--- src/rtl/decode_pkg.sv ---
// Shared types and field-decode helpers for the instruction decode stage.
// Records are sized to the largest supported widths; the top trims them to its parameters.
package decode_pkg;
    localparam int OP_W = 4;
    localparam logic [1:0] BRANCH_OP1_PREFIX = 2'b01;
    localparam int MAX_INSTR_W = 64;
    localparam int MAX_REG_W = 8;
    localparam int MAX_DATA_W = 64;
    localparam int IDX_W = $clog2(MAX_INSTR_W);

    typedef struct packed {
        logic [OP_W-1:0]       op1;
        logic [OP_W-1:0]       op2;
        logic [MAX_REG_W-1:0]  rd;
        logic [MAX_REG_W-1:0]  rs1;
        logic [MAX_REG_W-1:0]  rs2;
        logic [MAX_DATA_W-1:0] imm;
        logic                  is_branch;
    } decoded_t;

    function automatic int op1_lsb(input int w);
        return w - OP_W;
    endfunction

    function automatic int op2_lsb(input int w);
        return w - 2 * OP_W;
    endfunction

    // idx 0/1/2 selects register fields A/B/C, packed downward below op2.
    function automatic int field_lsb(input int w, input int r, input int idx);
        return w - 2 * OP_W - (idx + 1) * r;
    endfunction

    function automatic logic [MAX_DATA_W-1:0] low_mask(input int n);
        logic [MAX_DATA_W-1:0] m;
        m = '0;
        for (int i = 0; i < MAX_DATA_W; i++)
            if (i < n) m[i] = 1'b1;
        return m;
    endfunction

    function automatic decoded_t decode_fields(input logic [MAX_INSTR_W-1:0] instr,
                                               input int w, input int r, input int immw,
                                               input int dw, input int brs);
        decoded_t d;
        logic [MAX_REG_W-1:0] rmask, fa, fb, fc;
        logic [MAX_DATA_W-1:0] imask, imm;
        logic sgn;
        rmask = MAX_REG_W'(low_mask(r));
        imask = low_mask(immw);
        d.op1 = OP_W'(instr >> op1_lsb(w));
        d.op2 = OP_W'(instr >> op2_lsb(w));
        fa = MAX_REG_W'(instr >> field_lsb(w, r, 0)) & rmask;
        fb = MAX_REG_W'(instr >> field_lsb(w, r, 1)) & rmask;
        fc = MAX_REG_W'(instr >> field_lsb(w, r, 2)) & rmask;
        d.is_branch = (d.op1[OP_W-1 -: 2] == BRANCH_OP1_PREFIX);
        d.rd  = fa;
        d.rs1 = d.is_branch ? fa : fb;
        d.rs2 = d.is_branch ? fb : fc;
        sgn = instr[IDX_W'(immw - 1)];
        imm = MAX_DATA_W'(instr) & imask;
        if (sgn) imm = imm | ~imask;
        if (d.is_branch) imm = imm << brs;
        d.imm = imm & low_mask(dw);
        return d;
    endfunction
endpackage

--- src/rtl/decode_skid.sv ---
// Two-entry skid buffer of decoded records: entry 0 drives the outputs, entry 1 absorbs
// the one extra beat that arrives while ready is still registered high.
module decode_skid
    import decode_pkg::*;
(
    input  logic     clk,
    input  logic     reset,
    input  logic     flush,
    input  logic     in_valid,
    output logic     in_ready,
    input  decoded_t in_data,
    output logic     out_valid,
    input  logic     out_ready,
    output decoded_t out_data
);
    logic     v0, v1, rdy;
    decoded_t d0, d1;
    logic     in_xfer, out_xfer, v1_next;

    assign in_xfer   = in_valid && rdy;
    assign out_xfer  = v0 && out_ready;
    assign in_ready  = rdy;
    assign out_valid = v0;
    assign out_data  = d0;

    // Entry 1 only ever fills while entry 0 is held, so v1 implies v0.
    always_comb begin
        v1_next = v1;
        if (flush)   v1_next = 1'b0;
        else if (v1) v1_next = !out_xfer;
        else         v1_next = v0 && !out_xfer && in_xfer;
    end

    always_ff @(posedge clk) begin
        if (reset) begin
            v0  <= 1'b0;
            v1  <= 1'b0;
            rdy <= 1'b0;
            d0  <= '0;
            d1  <= '0;
        end else begin
            rdy <= !v1_next;
            v1  <= v1_next;
            if (!v1 && v1_next) d1 <= in_data;
            if (flush) begin
                v0 <= 1'b0;
            end else if (!v0 || out_xfer) begin
                if (v1) begin
                    d0 <= d1;
                    v0 <= 1'b1;
                end else if (in_xfer) begin
                    d0 <= in_data;
                    v0 <= 1'b1;
                end else begin
                    v0 <= 1'b0;
                end
            end
        end
    end
endmodule

--- src/rtl/decode_stage.sv ---
// Registered instruction-decode stage: decodes on input, buffers the decoded record in a
// two-entry skid buffer, and counts completed output transfers.
module decode_stage #(
    parameter int INSTR_WIDTH = 32,
    parameter int REG_WIDTH   = 4,
    parameter int IMM_WIDTH   = 16,
    parameter int DATA_WIDTH  = 32,
    parameter int BR_SHIFT    = 2,
    parameter int COUNT_WIDTH = 16
) (
    input  logic                   clk,
    input  logic                   reset,
    input  logic                   flush,
    input  logic                   in_valid,
    output logic                   in_ready,
    input  logic [INSTR_WIDTH-1:0] in_instr,
    output logic                   out_valid,
    input  logic                   out_ready,
    output logic [3:0]             out_op1,
    output logic [3:0]             out_op2,
    output logic [REG_WIDTH-1:0]   out_rd,
    output logic [REG_WIDTH-1:0]   out_rs1,
    output logic [REG_WIDTH-1:0]   out_rs2,
    output logic [DATA_WIDTH-1:0]  out_imm,
    output logic                   out_is_branch,
    output logic [COUNT_WIDTH-1:0] out_count
);
    import decode_pkg::*;

    if (INSTR_WIDTH < 2 * OP_W + 3 * REG_WIDTH) begin : g_chk_instr
        $fatal(1, "INSTR_WIDTH too small for opcode and register fields");
    end
    if (IMM_WIDTH > DATA_WIDTH || IMM_WIDTH < 1) begin : g_chk_imm
        $fatal(1, "IMM_WIDTH must be in 1..DATA_WIDTH");
    end
    if (INSTR_WIDTH > MAX_INSTR_W || REG_WIDTH > MAX_REG_W || DATA_WIDTH > MAX_DATA_W) begin : g_chk_max
        $fatal(1, "width exceeds decode_pkg record limits");
    end

    decoded_t dec_in, dec_out;
    logic     unused_dec;

    assign dec_in = decode_fields(MAX_INSTR_W'(in_instr), INSTR_WIDTH, REG_WIDTH,
                                  IMM_WIDTH, DATA_WIDTH, BR_SHIFT);

    decode_skid u_skid (
        .clk      (clk),
        .reset    (reset),
        .flush    (flush),
        .in_valid (in_valid),
        .in_ready (in_ready),
        .in_data  (dec_in),
        .out_valid(out_valid),
        .out_ready(out_ready),
        .out_data (dec_out)
    );

    // Record carries max-width fields; only the low parameterised bits leave the stage.
    assign unused_dec    = ^dec_out;
    assign out_op1       = dec_out.op1;
    assign out_op2       = dec_out.op2;
    assign out_rd        = dec_out.rd[REG_WIDTH-1:0];
    assign out_rs1       = dec_out.rs1[REG_WIDTH-1:0];
    assign out_rs2       = dec_out.rs2[REG_WIDTH-1:0];
    assign out_imm       = dec_out.imm[DATA_WIDTH-1:0];
    assign out_is_branch = dec_out.is_branch;

    always_ff @(posedge clk) begin
        if (reset)                       out_count <= '0;
        else if (out_valid && out_ready) out_count <= out_count + COUNT_WIDTH'(1);
    end
endmodule

--- config.mk ---
export PLATFORM = sky130hd
export DESIGN_NAME = decode_stage
export DESIGN_NICKNAME = d
export VERILOG_FILES = /design/src/rtl/decode_pkg.sv /design/src/rtl/decode_skid.sv /design/src/rtl/decode_stage.sv
export SDC_FILE = /design/constraint.sdc
export NUM_CORES = 1
export LEC_CHECK = 0
export ABC_CLOCK_PERIOD_IN_PS = 1600
export CORE_UTILIZATION = 38
export DETAILED_ROUTE_END_ITERATION = 10
export GPL_TIMING_DRIVEN = 0
export PLACE_DENSITY = 0.73
export SYNTH_ARGS = -nofsm -noshare
export SYNTH_HDL_FRONTEND = slang
export SYNTH_SLANG_ARGS = --single-unit
export TNS_END_PERCENT = 30
--- constraint.sdc ---
create_clock -name clk -period 1.6 [get_ports clk]
set_input_delay 0.32 -clock clk [delete_from_list [all_inputs] [get_ports clk]]
set_output_delay 0.32 -clock clk [all_outputs]
set_load 0.1 [all_outputs]
# After elaboration in Yosys (flattened, before gate mapping)
# Cells that the tools add are included.
[totals]
regBits = 133
latch_bits = 0
ramBits = 0
rom_bits = 0
wordCells = 44
n_memories = 0
[classes]
n_addsub = 1
multipliers = 0
n_div = 0
n_lt_le_gt_ge = 0
eq_ne = 1
n_shift = 0
mux = 10
bitwise = 1
n_reduce_logical = 13
[op_table]
columns = ["operator", "n"]
rows = [
  ["$mux W97", 2],
  ["$mux W32", 2],
  ["$add A16 B1 Y16 const B", 1],
  ["$mux W4", 2],
  ["$logic_and A1 B1 Y1", 5],
  ["$logic_not A1 Y1", 4],
  ["$mux W1", 4],
  ["$reduce_and A3 Y1", 1],
  ["$eq A2 B1 Y1 const B", 1],
  ["$reduce_bool A2 Y1", 1],
  ["$reduce_or A2 Y1", 1],
  ["$logic_or A1 B1 Y1", 1],
  ["$not A1 Y1", 1],
]

# Longest topological paths before layout
# Gate-level depths: netlist of run 1.
[logic_depth]
ltp_word = 7
ltp_mapped = 6

# Cells and area by module
# Synthesis of run 1 repeated with hierarchy kept, for this count alone.
[hier_totals]
hier_cells = 1140
hier_area_um2 = 10517.6
[modules_own_cells]
columns = ["mod", "instances", "cells_each", "area_per_inst_um2", "seq_area_each_um2"]
rows = [
  ["decode_skid", 1, 984, 9467.8, 3943.8],
  ["decode_stage", 1, 156, 1049.8, 320.3],
]

# Least setup slack after synthesis of run 1
# OpenSTA, ideal clock, no wires.
[synth_path]
kind = "register -> register"
from = "register u_skid.v0, in the netlist u_skid.out_valid"
to = "register out_count[15]"
arrival_ns = 2.339
required_time_ns = 1.530
setup_slack_ns = -0.810
stages_incl_launch_ff = 5
path_buffers = 0
synth_period_minus_slack_ns = 2.410
cell_sequence = "dfxtp_1 -> nand3_2 -> or4_4 -> or3_1 -> a21oi_1"
[synth_via]
elab_chain_len = 1
[synth_rtl]
columns = ["item", "line_no", "rtl"]
rows = [
  ["from (decl)", "decode_skid.sv:16", "logic v0, v1, rdy;"],
  ["from (signal assigned)", "decode_skid.sv:36", "v0 <= 1'b0;"],
  ["from (signal assigned)", "decode_skid.sv:46", "v0 <= 1'b0;"],
  ["from (signal assigned)", "decode_skid.sv:50", "v0 <= 1'b1;"],
  ["$logic_and A1 B1 Y1", "decode_stage.sv:70", "else if (out_valid && out_ready) out_count <= out_count + COUNT_WIDTH'(1);"],
  ["to (signal assigned)", "decode_stage.sv:70", ""],
  ["to (decl)", "decode_stage.sv:26", "output logic [COUNT_WIDTH-1:0] out_count"],
]
# No other way between the ends.
# A chain may end at the register's enable or synchronous reset.

# Final worst setup path of run 1
[layout_path]
from = "input in_valid"
to = "register u_skid.d0 (netlist bit u_skid.out_data[95])"
[layout_via]
elab_chain_len = 3
[layout_rtl]
columns = ["item", "line_no", "rtl"]
rows = [
  ["from (decl)", "decode_stage.sv:14", "input logic in_valid,"],
  ["$logic_and A1 B1 Y1", "decode_skid.sv:20", "assign in_xfer = in_valid && rdy;"],
  ["$reduce_bool A2 Y1 (no source line)", "n/a", ""],
  ["$reduce_and A3 Y1 (no source line)", "n/a", ""],
  ["to (signal assigned)", "decode_skid.sv:52", "d0 <= in_data;"],
  ["to (decl)", "decode_skid.sv:17", "decoded_t d0, d1;"],
]
# No other way between the ends.

==> qor.csv, run 1 <==
metric,value,unit
start_util,39.1,%
vdd_drop_max,0.511,mV
relSlewSlack,63.6,%
cp-start-kind,input port,
worst_path_max_delay_cell,clkdlybuf4s50_1,
track_usage,20.5,%
power_frac_seq,49.5,%
p_int,3.40,mW
clk-insertion-delay-late,0.36,ns
cts_tree,yes,
fin_hold_ws,0.333,ns
synth-simple-area-share,18.6,%
routabilityCongestion,0.790,
htreeDepth,3,
crit_arrival,1.82,ns
clockBufferDepth,2,
fillers,1051,
ys_seq_area_share,45.6,%
crit_top_cell,clkbuf_4,
path_max_fanout,10,
syn_area_per_cell,8.87,um^2
p_sw_share,32.0,%
wl_met1,5.47,mm
synth-seq-cells,97,
synth_area_leaders,"dfxtp_1 46%, a211oi_1 7.1%, mux2i_1 6.6%",
clkPwrFrac,30.0,%
wl_met2,5.71,mm
synth-compound-area-share,16.8,%
path_clk_slew,0.09,ns
hold_viol_final,0,
end_kind,flop,
tightest_slew,0.548,ns
slowest_delay,0.55,ns
comb_power_share,20.4,%
p_leak,2.20,nW
power.density,877,mW/mm^2
numPortBuffers,107,
clock-sinks,97,
routed_wl,12.0,mm
synth_area,0.00426,mm^2
met3_length,679,um
post_drt_wl_per_cell,15.9,um
nets,646,
die_h,108,um
syn_nets,518,
die_area,0.0116,mm^2
highest_layer,met4,
maxCapViolCount,0,
dp_hpwl,8.30,mm
setup_ws,0.0152,ns
cp.required,1.84,ns
outcome,"complete, no violations",
fin_util,52.4,%
grt_max_degree,17,
grt_pass1_wl,18.5,mm
root_buffer,clkbuf_8,
setup_viol,0,
vias_per_cell,5.26,
max_freq,631,MHz
rsz0062_at_grt,true,
fin_worst_skew,0.0135,ns
synth_top_area_share,45.6,%
place_area,0.00559,mm^2
syn_to_final_growth,34.0,%
grt_overflow,0,
hp-class,in2reg,
drc,0,
fin_cells,753,
period_needed,1.58,ns
synth-xor-area-share,1.85,%
dr.pass1.iters,5,
fin_crit_sh,99.0,%
switchingPower,1.60,mW
grt_pass1_vias,3715,
synth_top_family_by_area,simple AND/OR/NAND/NOR gates,
yosysTopAreaCell,dfxtp_1,
syn_inst,480,
path_cells,"clkdlybuf4s50_1, a21oi_1, nor3_2, buf_4, clkbuf_4, clkbuf_4, a211oi_1",
final_area,0.00570,mm^2
die_w,108,um
yosysUniqueCellTypes,34,
final_max_slew_viol_count,0,
n_antenna_cell,0,
cts_made_buffers,9,
crit_type,in2reg,
drt_iter0_markers,170,
ys.warnings.count,0,
ant_nets,0,
pin_count,108,
post-place-ws,-0.811,ns
core_area,0.0109,mm^2
rows,38,
place_inst,727,
synthMuxAreaShare,10.0,%
antenna_found_initial,0,
yosys.area_share.adder,0.294,%
drive_gt1_share,30.5,%
vias,3962,
power by group through the flow:
stage	Clock [mW]	Combinational [mW]	Sequential, mW
5_1_grt	1.63	1.06	2.49
6_report	1.50	1.02	2.48
3_5_place_dp	0	1.02	2.54
3_3_place_gp	0	1.01	2.54
4_1_cts	1.51	1.02	2.48
2_1_floorplan	0	0.383	2.86
Yosys cell counts:
cell	instances
a211oi_1	40
nor3_1	5
and4_1	2
a21o_1	1
nor2b_1	14
mux2i_1	28
a21oi_1	31
and2_1	3
o32ai_1	10
xor2_1	5
o22ai_1	13
buf_1	5
or4_4	1
buf_4	14
a31oi_1	1
nor2_1	52
and3_1	3
mux2_2	13
nand4_1	4
ha_1	1
buf_2	8
or3_1	5
nor4_1	1
nand2_1	41
clkbuf_1	21
dfxtp_1	97
a21boi_0	6
nand2b_1	25
inv_1	13
nand3_1	5
nand3_2	1
o21ai_0	6
xnor2_1	4
nand4b_1	1
kinds of logic (layout without fill, tap and decap cells):
family,count (synthesis),count (layout)
compound gates,108,108
flops,97,97
mux,41,41
simple gates,163,163
xor+xnor,9,9
fa+ha+maj,1,1
buf+inv,61,194
per-stage QoR:
stage,TNS [ns],total power [mW]
after global routing,-0.0817,5.18
after CTS,-0.0103,5.00
after detailed placement,-76.45,3.56
after floorplan,-0.368,3.25
after global placement,-70.15,3.55
final,0,5.00
cells in the final DEF (no fill, tap or decap), types with 5 or more instances in the layout:
| cell | instances |
|---|---|
| a211oi_1 | 38 |
| a21oi_1 | 30 |
| buf_2 | 56 |
| buf_4 | 39 |
| buf_6 | 5 |
| clkbuf_1 | 6 |
| clkbuf_2 | 14 |
| clkbuf_4 | 7 |
| clkbuf_8 | 10 |
| clkdlybuf4s18_2 | 5 |
| clkdlybuf4s50_1 | 33 |
| dfxtp_1 | 80 |
| dfxtp_4 | 13 |
| inv_1 | 13 |
| mux2_2 | 13 |
| mux2i_1 | 27 |
| nand2_1 | 40 |
| nand2b_1 | 25 |
| nor2_1 | 52 |
| nor2b_1 | 12 |
| o21ai_0 | 6 |
| o22ai_1 | 13 |
| o32ai_1 | 8 |
| or3_1 | 5 |
| xor2_1 | 5 |
metal layers:
layer,global-route usage (%),vias up
li1,-,1918
met1,26.6,1911
met2,34.2,121
met3,3.87,12
met4,5.97,0
met5,0,-
final cells by class:
| class | count | area, um^2 | share of cell area, % |
|---|---|---|---|
| multi-input cells | 322 | 2120 | 37.1 |
| flip-flops and latches | 97 | 2000 | 35.0 |
| clock buffers | 14 | 164 | 2.88 |
| inverters | 13 | 48.8 | 0.856 |
| plain buffers | 48 | 330 | 5.79 |
| clock inverters | 2 | 11.3 | 0.198 |
| repair buffers | 117 | 860 | 15.1 |
| well taps | 140 | 175 | 3.07 |
registers in the layout (all words and copies together) (netlist names):
register          cells
u_skid.v1             1
u_skid.in_ready       1
u_skid.d1            39
out_count            16
u_skid.out_data      39
u_skid.out_valid      1
worst max-delay path, delay by kind of cell:
kind,cells,cell delay (ns)
compound gates,2,0.21
simple gates,1,0.21
buf+inv,4,1.08
final timing paths:
kind,slack [ns],startpoint,to,cells after the start
worst max-delay path,0.02,in_valid,u_skid.out_data[95],7
worst min register to register,0.46,u_skid.d1[90],u_skid.d1[90],2
worst min-delay path,0.33,in_instr[31],u_skid.d1[96],3
worst max register to register,0.05,u_skid.v1,u_skid.d1[66],5
repair_timing:
action / in CTS / in global routing
pin swaps: 1 / 6
hold buffers: 0 / 0
gates cloned: 0 / 1
setup endpoints to repair: 167 / 121
gates resized for setup: 341 / 90
setup buffers: 0 / 9
(Power assumes the default switching activity.)
==> run 2, diff against run 1 <==
- ABC_CLOCK_PERIOD_IN_PS: 1600 -> 1900
- PLACE_DENSITY: 0.73 -> 0.71
- clock period: 1.6 -> 1.9 ns (I/O delays scaled with it)
==> qor.csv, run 2 (synthesis gave the netlist of run 1 again) <==
metric,value,unit,change
final.setup.tns,0,ns,unchanged
vdd_drop_max,0.461,mV,-9.9%
switchingPower,1.38,mW,-14%
core_area,0.0109,mm^2,unchanged
die_area,0.0116,mm^2,unchanged
crit_arrival,1.44,ns,-0.38 ns
grt_pass1_wl,18.9,mm,+1.8%
syn_to_final_growth,35.5,%,
hp-start,u_skid.d1[31],,
start_util,39.1,%,unchanged
n_antenna_cell,0,,unchanged
grt_max_degree,17,,unchanged
outcome,"complete, no violations",,
fin_worst_skew,0.0163,ns,+0.00281 ns
pin_count,108,,unchanged
crit_family,buffers and inverters,,
end_kind,output port,,
die_w,108,um,unchanged
seqCellArea,0.00197,mm^2,-1.1%
maxCapViolCount,0,,unchanged
post_drt_wl_per_cell,15.8,um,-0.98%
routed_wl,11.7,mm,-2.6%
power.density,752,mW/mm^2,-14%
path_cells,clkdlybuf4s18_2,,
multi_input_area,0.00203,mm^2,-4.1%
clock-sinks,97,,unchanged
clkPwrFrac,32.3,%,+2.3 points
root_buffer,clkbuf_8,,
max_freq,550,MHz,
hp-class,reg2reg,,
tightest_slew,0.711,ns,+0.163 ns
rsz0062_at_grt,true,,
crit_buf_inv,1,,-3
fin_crit_sh,95.7,%,
vias_per_cell,5.22,,-0.87%
whs_path_depth,2,,-1
fillers,1034,,-1.6%
dp_hpwl,8.36,mm,+0.73%
r2r_start,u_skid.v1,,
p_leak,1.99,nW,-9.7%
cp.depth,1,,-6
path_max_fanout,16,,+6
grt_overflow,0,,unchanged
die_h,108,um,unchanged
fin_hold_ws,0.462,ns,+0.129 ns
rr_endpoint,u_skid.out_data[9],,
final_common_cell,dfxtp_1,,
drc,0,,unchanged
p_int,2.95,mW,-13%
worst_path_max_delay_cell,clkdlybuf4s18_2,,
period_needed,1.82,ns,
drt_iter0_markers,184,,+8.2%
relSlewSlack,52.6,%,-11 points
final_max_slew_viol_count,0,,unchanged
ant_nets,0,,unchanged
worstRegToRegCells,4,,-1
rows,38,,unchanged
p_sw_share,31.8,%,-0.21 points
antenna_found_initial,0,,unchanged
cts_tree,yes,,
routabilityCongestion,0.806,,+1.9%
hold_viol_final,0,,unchanged
grt_pass1_vias,3840,,+3.4%
htreeDepth,3,,unchanged
hold_buffers,0,,unchanged
cp-start-kind,flop,,
cts_made_buffers,9,,unchanged
r2r_slack,0.16,ns,+0.11 ns
mostFrequentLayoutCells,"83 x dfxtp_1, 56 x clkdlybuf4s15_2, 52 x nor2_1, 41 x nand2_1, 40 x a211oi_1",,
drive_gt1_share,24.6,%,-5.9 points
path_clk_slew,0.09,ns,about the same
clockBufferDepth,2,,unchanged
cp.required,1.52,ns,-0.32 ns
numPortBuffers,107,,unchanged
nets,635,,-1.7%
dr.pass1.iters,4,,-1
power_frac_seq,48.4,%,-1.1 points
vias,3865,,-2.4%
hold_end,u_skid.d1[31],,
setup_viol,0,,unchanged
slowest_delay,0.58,ns,+0.03 ns
crit_type,reg2out,,
track_usage,21.0,%,+0.53 points
clk-insertion-delay-late,0.37,ns,about the same
comb_power_share,19.3,%,-1.1 points
-- run 2: cell count changes in the layout (fill, tap and decap cells not counted), sizes merged, moves of 4 or more --
| cell | change |
|---|---|
| clkbuf | -7 |
| clkdlybuf4s15 | +55 |
| clkdlybuf4s18 | -4 |
| buf | -60 |
-- run 2: worst max path at each step --
stage | slack, ns | startpoint | endpoint
floorplan | -0.09 | u_skid.out_data[31] | out_imm[18]
global placement | -0.64 | out_ready | u_skid.out_data[14]
detailed placement | -0.71 | out_ready | u_skid.out_data[66]
CTS | 0.04 | u_skid.out_data[31] | out_imm[17]
global route | -0.04 | reset | u_skid.out_valid
finish | 0.08 | u_skid.out_data[31] | out_imm[17]
-- run 2: stage by stage --
step           area [um^2]  cells  power, mW  utilization, %  setup WS [ns]
2_1_floorplan         4290    480       2.74               -        -0.0874
3_3_place_gp          5530    727       2.99            50.8         -0.642
3_5_place_dp          5530    727       3.00            50.8         -0.708
4_1_cts               5760    742       4.35            52.9         0.0421
5_1_grt               5770    741       4.49            53.0        -0.0426
6_report              5770    741       4.33            53.0         0.0817
-- run 2: layer usage --
layer / routed length, um / vias up / global-route usage, %
li1: - / 1896 / -
met2: 5480 / 133 / 33.8
met5: 0 / - / 0
met3: 736 / 20 / 3.33
met1: 5240 / 1816 / 27.4
met4: 231 / 0 / 9.69
-- run 2: tightest hold or removal path: stages (launching register included) --
cell     delay, ns
dfxtp_1       0.32
nand2_1       0.05
a21oi_1       0.05
-- run 2: power groups by stage --
stage / registers, mW / clock network (mW) / logic [mW]
CTS: 2.10 / 1.42 / 0.837
detailed placement: 2.14 / 0 / 0.859
global route: 2.10 / 1.51 / 0.873
floorplan: 2.42 / 0 / 0.321
finish: 2.10 / 1.40 / 0.838
global placement: 2.14 / 0 / 0.853
-- run 2: what timing repair did --
| action | 4_1_cts | 5_1_grt |
|---|---|---|
| setup endpoints to repair | 136 | 37 |
| setup buffers | 0 | 0 |
| resized for setup | 253 | 13 |
-- run 2: layout make-up --
type                       count  share of cell area [%]
multi-input combinational    322                    35.2
sequential                    97                    34.2
timing repair buffer         107                    18.6
buffer                        47                    4.60
tap                          140                    3.04
clock buffer                  10                    2.39
clock inverter                 5                    1.09
inverter                      13                   0.846
==> run 3, diff against run 2 <==
- CAP_MARGIN: default -> 10
- MAX_ROUTING_LAYER: default -> met4
==> qor.csv, run 3 (synthesis gave the netlist of run 1 again) <==
metric,value,unit,change
grt_overflow,0,,unchanged
place_inst,727,,unchanged
drc,0,,unchanged
comb_power_share,19.3,%,about the same
post_drt_wl_per_cell,15.7,um,-0.27%
gr-usage-met3,2.97,%,-0.36 points
die_w,108,um,unchanged
relSlewSlack,52.8,%,+0.25 points
crit_arrival,1.44,ns,about the same
die_area,0.0116,mm^2,unchanged
drt_iter0_markers,190,,+3.3%
numPortBuffers,107,,unchanged
outcome,"complete, no violations",,
end_kind,output port,,
path_max_fanout,16,,unchanged
grtUsageMet1,27.5,%,+0.075 points
crit_type,reg2out,,
core_area,0.0109,mm^2,unchanged
drive_gt1_share,24.6,%,unchanged
crit_family,buffers and inverters,,
path_cells,clkdlybuf4s18_2,,
p_leak,1.99,nW,unchanged
antenna_found_initial,0,,unchanged
hp-class,reg2reg,,
startpoint,u_skid.out_data[31],,
die_h,108,um,unchanged
clk-insertion-delay-late,0.38,ns,about the same
vias,3852,,-0.34%
worstRegToRegCells,4,,unchanged
p_sw_share,31.8,%,about the same
pin_count,108,,unchanged
clockBufferDepth,2,,unchanged
cts-resized-gates,253,,unchanged
track_usage,21.6,%,+0.57 points
hold_viol_final,0,,unchanged
clock-sinks,97,,unchanged
hold_buffers,0,,unchanged
max_freq,549,MHz,about the same
final.setup.tns,0,ns,unchanged
fin_worst_skew,0.0162,ns,-0.000131 ns
final_max_slew_viol_count,0,,unchanged
worst_path_max_delay_cell,clkdlybuf4s18_2,,
cts_setup_buffers,0,,unchanged
slowest_delay,0.58,ns,about the same
vias_per_cell,5.20,,-0.34%
final_common_cell,dfxtp_1,,
fillers,1034,,unchanged
cts_made_buffers,9,,unchanged
tightest_slew,0.708,ns,-0.00369 ns
r2r_slack,0.18,ns,+0.02 ns
power_frac_seq,48.4,%,about the same
dr.pass1.iters,5,,+1
crit_buf_inv,1,,unchanged
start_util,39.1,%,unchanged
fin_crit_sh,95.8,%,about the same
grt_pass1_vias,3840,,unchanged
grt-busiest-layer,met2,,
grt_pass1_wl,18.9,mm,about the same
hold_end,u_skid.d1[2],,
cts_tree,yes,,
dp_hpwl,8.36,mm,unchanged
rr_endpoint,u_skid.out_data[9],,
ant_nets,0,,unchanged
maxCapViolCount,0,,unchanged
vdd_drop_max,0.460,mV,-0.14%
n_antenna_cell,0,,unchanged
clkPwrFrac,32.3,%,about the same
nets,635,,unchanged
cp.required,1.52,ns,about the same
power.density,752,mW/mm^2,about the same
rows,38,,unchanged
rsz0062_at_grt,true,,
path_clk_slew,0.09,ns,about the same
syn_to_final_growth,35.5,%,unchanged
mostFrequentLayoutCells,"83 x dfxtp_1, 56 x clkdlybuf4s15_2, 52 x nor2_1, 41 x nand2_1, 40 x a211oi_1",,
hp-start,u_skid.d1[2],,
p_int,2.95,mW,about the same
switchingPower,1.38,mW,about the same
htreeDepth,3,,unchanged
r2r_start,u_skid.v1,,
whs_path_depth,2,,unchanged
cp-start-kind,flop,,
grt_util_met2,33.9,%,+0.14 points
routabilityCongestion,0.817,,+1.5%
grt_max_degree,17,,unchanged
root_buffer,clkbuf_8,,
period_needed,1.82,ns,+0.00160 ns
cp.depth,1,,unchanged
setup_viol,0,,unchanged
routed_wl,11.7,mm,-0.27%
fin_cells,741,,unchanged
## run 3: cell counts in the layout (fill, tap and decap cells not counted)
No cell type changed its count.
## run 3: power groups by stage
stage / clock network, mW / logic [mW] / registers (mW)
3_5_place_dp: 0 / 0.859 / 2.14
2_1_floorplan: 0 / 0.321 / 2.42
6_report: 1.40 / 0.838 / 2.10
4_1_cts: 1.42 / 0.837 / 2.10
3_3_place_gp: 0 / 0.853 / 2.14
5_1_grt: 1.51 / 0.872 / 2.10
## run 3: stage by stage
stage | util [%] | hold WS, ns | instance area (um^2) | power [mW] | setup slack [ns]
after detailed placement | 50.8 | 0.448 | 5530 | 3.00 | -0.708
after global placement | 50.8 | 0.442 | 5530 | 2.99 | -0.642
final | 53.0 | 0.461 | 5770 | 4.33 | 0.0801
after global routing | 53.0 | 0.482 | 5770 | 4.48 | -0.0427
after floorplan | - | 0.436 | 4290 | 2.74 | -0.0874
after CTS | 52.9 | 0.460 | 5760 | 4.35 | 0.0421
## run 3: tightest hold or removal path: cells and delay by family (launching register included)
kind | cells | cell delay [ns]
AOI/OAI and AO/OA | 1 | 0.05
and+or+nand+nor | 1 | 0.05
DFF | 1 | 0.32
## run 3: worst max-delay path by stage
stage,endpoint
final,out_imm[17]
after global routing,u_skid.out_valid
after CTS,out_imm[17]
after detailed placement,u_skid.out_data[66]
after global placement,u_skid.out_data[14]
after floorplan,out_imm[18]
## run 3: layer usage
layer | wire length (um) | vias to the layer above
li1 | - | 1897
met1 | 5270 | 1807
met2 | 5490 | 127
met3 | 616 | 21
met4 | 284 | 0
met5 | 0 | -
## run 3: cell type report
class | count | area [um^2] | share of cell area, %
Buffer | 47 | 265 | 4.60
Clock buffer | 10 | 138 | 2.39
Clock inverter | 5 | 62.6 | 1.09
Inverter | 13 | 48.8 | 0.846
Multi-Input combinational cell | 322 | 2030 | 35.2
Sequential cell | 97 | 1970 | 34.2
Tap cell | 140 | 175 | 3.04
Timing Repair Buffer | 107 | 1070 | 18.6
